`config.mk`:
```
export PLATFORM = sky130hd
export DESIGN_NAME = pc_sequencer
export DESIGN_NICKNAME = d
export VERILOG_FILES = /design/src/rtl/pc_seq_pkg.sv /design/src/rtl/pc_sequencer.sv
export SDC_FILE = /design/constraint.sdc
export NUM_CORES = 1
export LEC_CHECK = 0
export ABC_AREA = 1
export CAP_MARGIN = 20
export CORE_AREA = 5 5 51 64
export DETAILED_ROUTE_END_ITERATION = 8
export DIE_AREA = 0 0 56 69
export DONT_BUFFER_PORTS = 1
export SLEW_MARGIN = 0
export SYNTH_ARGS = -nofsm -noshare
export SYNTH_HDL_FRONTEND = slang
export SYNTH_SLANG_ARGS = --single-unit
```
`constraint.sdc`:
```
create_clock -name CLK -period 1 [get_ports CLK]
set_input_delay 0.1 -clock CLK [delete_from_list [all_inputs] [get_ports CLK]]
set_output_delay 0.1 -clock CLK [all_outputs]
set_load 0.01 [all_outputs]
```
`src/rtl/pc_seq_pkg.sv`:
```
// Shared types and constants for the PC fetch/sequence controller.
// Holds the FSM state encoding, opcode values and PC mux selects.
package pc_seq_pkg;

  typedef enum logic [2:0] {
    S_FETCH  = 3'd0,
    S_DECODE = 3'd1,
    S_EXEC   = 3'd2,
    S_WAIT   = 3'd3,
    S_UPDATE = 3'd4,
    S_HALT   = 3'd5
  } seq_state_e;

  localparam logic [3:0] OPC_BEQ  = 4'hA;
  localparam logic [3:0] OPC_BNE  = 4'hB;
  localparam logic [3:0] OPC_JMP  = 4'hC;
  localparam logic [3:0] OPC_HALT = 4'hF;

  localparam logic [1:0] PCSRC_SEQ = 2'b00;
  localparam logic [1:0] PCSRC_BR  = 2'b01;
  localparam logic [1:0] PCSRC_JMP = 2'b10;

endpackage

```
`src/rtl/pc_sequencer.sv`:
```
// Multicycle fetch/sequence controller: fetches at PCOut, latches IR, starts the
// datapath for non-control-flow instructions and issues one PC update each.
//
// state  | meaning
// FETCH  | mem_req high at PCOut, wait for mem_ready, latch IR
// DECODE | classify opcode
// EXEC   | one-cycle exec_start pulse
// WAIT   | wait for exec_done
// UPDATE | single PC update (sequential, jump or branch on Zero)
// HALT   | parked until reset
module pc_sequencer
  import pc_seq_pkg::*;
#(
  parameter logic [3:0] OP_BEQ  = OPC_BEQ,
  parameter logic [3:0] OP_BNE  = OPC_BNE,
  parameter logic [3:0] OP_JMP  = OPC_JMP,
  parameter logic [3:0] OP_HALT = OPC_HALT
) (
  input  logic        CLK,
  input  logic        reset,
  input  logic [15:0] PCOut,
  input  logic [15:0] mem_rdata,
  input  logic        mem_ready,
  input  logic        exec_done,
  input  logic        Zero,
  output logic        mem_req,
  output logic [15:0] mem_addr,
  output logic [15:0] IR,
  output logic        exec_start,
  output logic        PCWrite,
  output logic [1:0]  PCSrc,
  output logic        Branch,
  output logic        bneOrbeq,
  output logic        halted
);

  seq_state_e  state_q, state_d;
  logic [15:0] ir_q, ir_d;
  logic [3:0]  opc;

  assign opc      = ir_q[15:12];
  assign IR       = ir_q;
  assign mem_addr = PCOut;

  always_ff @(posedge CLK) begin
    if (reset) begin
      state_q <= S_FETCH;
      ir_q    <= '0;
    end else begin
      state_q <= state_d;
      ir_q    <= ir_d;
    end
  end

  always_comb begin
    state_d = state_q;
    ir_d    = ir_q;
    case (state_q)
      S_FETCH: begin
        if (mem_ready) begin
          ir_d    = mem_rdata;
          state_d = S_DECODE;
        end
      end
      S_DECODE: begin
        if (opc == OP_HALT)
          state_d = S_HALT;
        else if (opc == OP_BEQ || opc == OP_BNE || opc == OP_JMP)
          state_d = S_UPDATE;
        else
          state_d = S_EXEC;
      end
      S_EXEC:   state_d = S_WAIT;
      S_WAIT:   if (exec_done) state_d = S_UPDATE;
      S_UPDATE: state_d = S_FETCH;
      S_HALT:   state_d = S_HALT;
      default:  state_d = S_FETCH;
    endcase
  end

  // Strobes are masked by reset so the reset cycle itself never pulses.
  always_comb begin
    mem_req    = 1'b0;
    exec_start = 1'b0;
    PCWrite    = 1'b0;
    PCSrc      = PCSRC_SEQ;
    Branch     = 1'b0;
    bneOrbeq   = 1'b0;
    halted     = 1'b0;
    if (!reset) begin
      case (state_q)
        S_FETCH: mem_req    = 1'b1;
        S_EXEC:  exec_start = 1'b1;
        S_HALT:  halted     = 1'b1;
        S_UPDATE: begin
          if (opc == OP_JMP) begin
            PCWrite = 1'b1;
            PCSrc   = PCSRC_JMP;
          end else if (opc == OP_BEQ || opc == OP_BNE) begin
            bneOrbeq = (opc == OP_BEQ);
            if ((opc == OP_BEQ) ? Zero : !Zero) begin
              Branch = 1'b1;
              PCSrc  = PCSRC_BR;
            end else begin
              PCWrite = 1'b1;
            end
          end else begin
            PCWrite = 1'b1;
          end
        end
        default: ;
      endcase
    end
  end

endmodule

```
; ---- Word level (Yosys, flattened, before mapping)
; Index checks and enable logic that the tools add are counted.
[op_classes]
shift = 0
n_mul = 0
add_sub_neg = 0
bitwise = 0
order_cmp = 0
div = 0
reduce_logical = 6
muxes = 31
eq_ne = 11
[ops]
columns = operator, count
row1 = 1-bit two-way mux, 23
row2 = "4-bit == test, second input constant", 4
row3 = 3-bit case mux with 5 select lines, 1
row4 = 3-bit two-way mux, 4
row5 = "3-bit by 2-bit == test with 1-bit output, second input constant", 2
row6 = "3-bit == test, second input constant", 2
row7 = 2-bit two-way mux, 3
row8 = "2-bit inequality test, second input constant", 2
row9 = 2-bit AND reduction, 2
row10 = "3-bit by 1-bit == test with 1-bit output, second input constant", 1
row11 = 3-bit logical NOT, 1
row12 = 1-bit logical OR, 2
row13 = 1-bit logical NOT, 1
[word_totals]
latchBits = 0
ff_bits = 19
mem_count = 0
out_inout_bits = 40
ram_bits = 0
rom_bits = 0
word_cells = 50

; ---- Longest topological paths before layout
[logic_depth]
depth_word = 7
ltp_mapped = 8

; ---- Worst setup path after synthesis
; No wires, ideal clock.
[synth_path]
path_type = register to output
startpoint = reg ir_q[15], in the netlist IR[15]
endpoint = out PCSrc[0]
path_stages_with_launch = 4
t_required_ps = 900
arrival_time_ps = 1300
setup_slack_ps = -400
path_cell_list = dfxtp_1 -> nand3_1 -> nor4_1 -> buf_4
[synth_between]
elab_chain_cells = 7
[synth_lines]
columns = item, line_no
row1 = "start, declared", pc_sequencer.sv:38  ; logic [15:0] ir_q, ir_d;
row2 = "start signal, assigned", pc_sequencer.sv:51  ; ir_q <= ir_d;
row3 = 4-bit == test, "pc_sequencer.sv:99, pc_sequencer.sv:101"
row4 = 1-bit two-way mux (2 in series), pc_sequencer.sv:101  ; if ((opc == OP_BEQ) ? Zero : !Zero) begin
row5 = 1-bit two-way mux, pc_sequencer.sv:99  ; end else if (opc == OP_BEQ || opc == OP_BNE) begin
row6 = 2-bit two-way mux (*), pc_sequencer.sv:96  ; if (opc == OP_JMP) begin
row7 = 2-bit two-way mux (*), pc_sequencer.sv:91  ; case (state_q)
row8 = 2-bit two-way mux (*), pc_sequencer.sv:90  ; if (!reset) begin
row9 = "end, declared", pc_sequencer.sv:31  ; output logic [1:0] PCSrc,
; Mark *: on every way between the ends. The rest lies on a longest branch, timed or not.

; ---- Worst setup path after layout
[layout_path]
startpoint = reg state_q[2]
endpoint = out Branch
[layout_between]
elab_chain_cells = 3
[layout_lines]
columns = item, line_no
row1 = "start, declared", pc_sequencer.sv:37  ; seq_state_e state_q, state_d;
row2 = "start signal, assigned", pc_sequencer.sv:50  ; state_q <= state_d;
row3 = 3-bit == test, pc_sequencer.sv:91
row4 = 1-bit two-way mux, pc_sequencer.sv:91
row5 = 1-bit two-way mux, pc_sequencer.sv:90
row6 = "end, declared", pc_sequencer.sv:32  ; output logic Branch,
; No other way between the ends.

==> run metrics <==
status finished with violations; violated checks negative setup slack; wire length on met2 1520 um; Netlist Area Pre-Place 998 um^2; Area after DPL 0.00104 mm^2; die area 0.00386 mm^2; CP startpoint kind register; Hold Fails Final Rpt 0; Worst Max-Slew Pin Slew 0.216 ns; Area growth syn-to-layout 50.3%; largest stage delay on the critical path 0.38 ns; Final min period 1.31 ns; layout cell share with drive strength beyond 1 38.8%; power density over the cells 1740 mW/mm^2; antenna violations before repair 0; Cell variety after synth 18; WL met1 1060 um; Critical Path Fanout Max 4; H-tree depth 1; pin count of the biggest net entering global routing 18; Max Cap Viol 0; number of buffers created by CTS 3; WP data required 0.90 ns; Core Region 0.00260 mm^2; R2R cell count 5; Max Fclk 766 MHz; clk_lat worst skew 0.29 ns; CTS tree built; Top Layer Used met4; clock root cell clkbuf_4; clock sink count 19; CP arrival 1.21 ns; number of nets in the layout 203; CP endpoint Branch; number of I/O port buffers 0; number of top-level pins 77; Total GRT Usage 13.9%; Avg WL per Cell 14.6 um; Worst Setup SP state_q[2]; Syn Inst Count 138; drt first pass iters 4; FF-to-FF setup slack -0.19 ns; grt total ovfl 0; Worst slew margin 85.5%; Die Y 69 um; Rows 21; reg2reg start state_q[1]; fillers 233; CP max stage cell dfxtp_4; Power Total 2620 uW; HPWL after DPL 1720 um; Slew Viols, Final 0; Seq cells post-synth 19; met3 WL 286 um; Seq/Total Area, Yosys 38.1%; clock slew at reported path FFs 0.11 ns; first-pass GRT wire length 4470 um; RSZ-0062 raised after global routing yes; clk_skew 0.00676 ns; antenna-violating nets left 0; vias per std cell 5.21; crit end category output port; Starting Density 38.4%; Detailed Route WL 2900 um; chip width 56 um; LEAKAGE 0.000622 uW; YS warnings 0; ant diodes 0; cells along the critical path buf_4 -> nand3_4 -> nor4_4 -> buf_4; maximum VDD drop 1.08 mV; final setup fails 28; DR iter-0 viols 23; syn avg cell area 7.24 um^2; Hold Path Class in -> reg; routed vias 1037; drc violations 0; r2r endpoint IR[11]; worst hold stages 2; setup total negative slack -4.87 ns; gpl congestion 0.752; vias in the first global route 973; Finished Cell Area 0.00150 mm^2; Post-Syn Nets 175; Max clock buf depth 2; critical path's most frequent cell buf_4; final setup margin -0.306 ns; critical path class reg -> out; period utilisation layout 131%
[worst max-delay path, delay by kind of cell, from the launching register on]
family	cells	cell delay (ns)
DFF	1	0.38
buffers and inverters	2	0.30
and+or+nand+nor	2	0.24
[layer usage]
metal,up-vias,track usage (%)
met5,-,0
met4,0,3.96
met3,4,5.22
met2,60,24.1
met1,479,15.8
li1,494,-
[synth_stat cells]
cell     number  area, um^2
inv_1        24        90.1
a21oi_1      19        95.1
dfxtp_1      19         380
buf_4        17         128
nand2_1      11        41.3
o21ai_0      11        55.1
nor2_1       10        37.5
nand3_1       6        30.0
o21ai_1       6        30.0
nor3_1        3        15.0
buf_2         2        10.0
buf_6         2        22.5
nand4_1       2        12.5
nor4_1        2        12.5
inv_2         1        3.75
nand3_4       1        17.5
nor2_4        1        11.3
or2_1         1        6.26
[worst min path at each step]
stage,from,endpoint,slack [ns]
6_report,mem_rdata[7],IR[7],0.0002
5_1_grt,mem_rdata[15],IR[15],0.0007
4_1_cts,mem_rdata[10],IR[10],0.001
3_5_place_dp,reset,state_q[0],0.18
3_3_place_gp,reset,state_q[0],0.17
2_1_floorplan,reset,state_q[0],0.16
[where the power goes]
| part | internal (uW) | leakage, uW | switching (uW) |
|---|---|---|---|
| Combinational | 550 | 0.000446 | 585 |
| Sequential | 918 | 0.000161 | 176 |
| Clock | 155 | 0.0000150 | 233 |
[cells in the final DEF, fill, tap and decap left out, drive strengths merged]
master,instances
a21oi,19
buf,27
clkbuf,4
dfxtp,19
dlygate4sd3,14
inv,25
nand2,11
nand3,10
nand4,2
nor2,11
nor3,3
nor4,2
o21ai,17
or2,1
[through the flow]
step                hold WS, ns  utilization, %  setup WS [ns]  instances
floorplan                 0.162               -         -0.153        138
global placement          0.172            39.9         -0.116        169
detailed placement        0.175            39.9         -0.160        169
CTS                     0.00129            53.6         -0.305        193
global route           0.000747            57.7         -0.404        199
finish                 0.000214            57.7         -0.306        199
[cells by family after synthesis]
logic type	synth area share [%]
compound gates	18.0
buf+inv	25.4
flops	38.1
simple gates	18.4
[sequential cells by signal (all words and copies together), names as in the netlist]
signal and count:
state_q 3, IR 16
[layout make-up]
type	count	area [um^2]	share of cell area [%]
well taps	34	42.5	2.84
flip-flops and latches	19	399	26.6
repair buffers	41	388	25.9
multi-input cells	76	546	36.4
inverters	25	98.8	6.59
clock buffers	4	26.3	1.75
[what timing repair did]
action | 4_1_cts | 5_1_grt
endpoints found under the hold margin | 11 | 6
cloned | 2 | 1
setup endpoints to repair | 28 | 28
pin swaps | 10 | 2
resized for setup | 45 | 14
buffers inserted | 8 | 1
hold buffers | 10 | 4
Power figures use the tool's default switching activity.
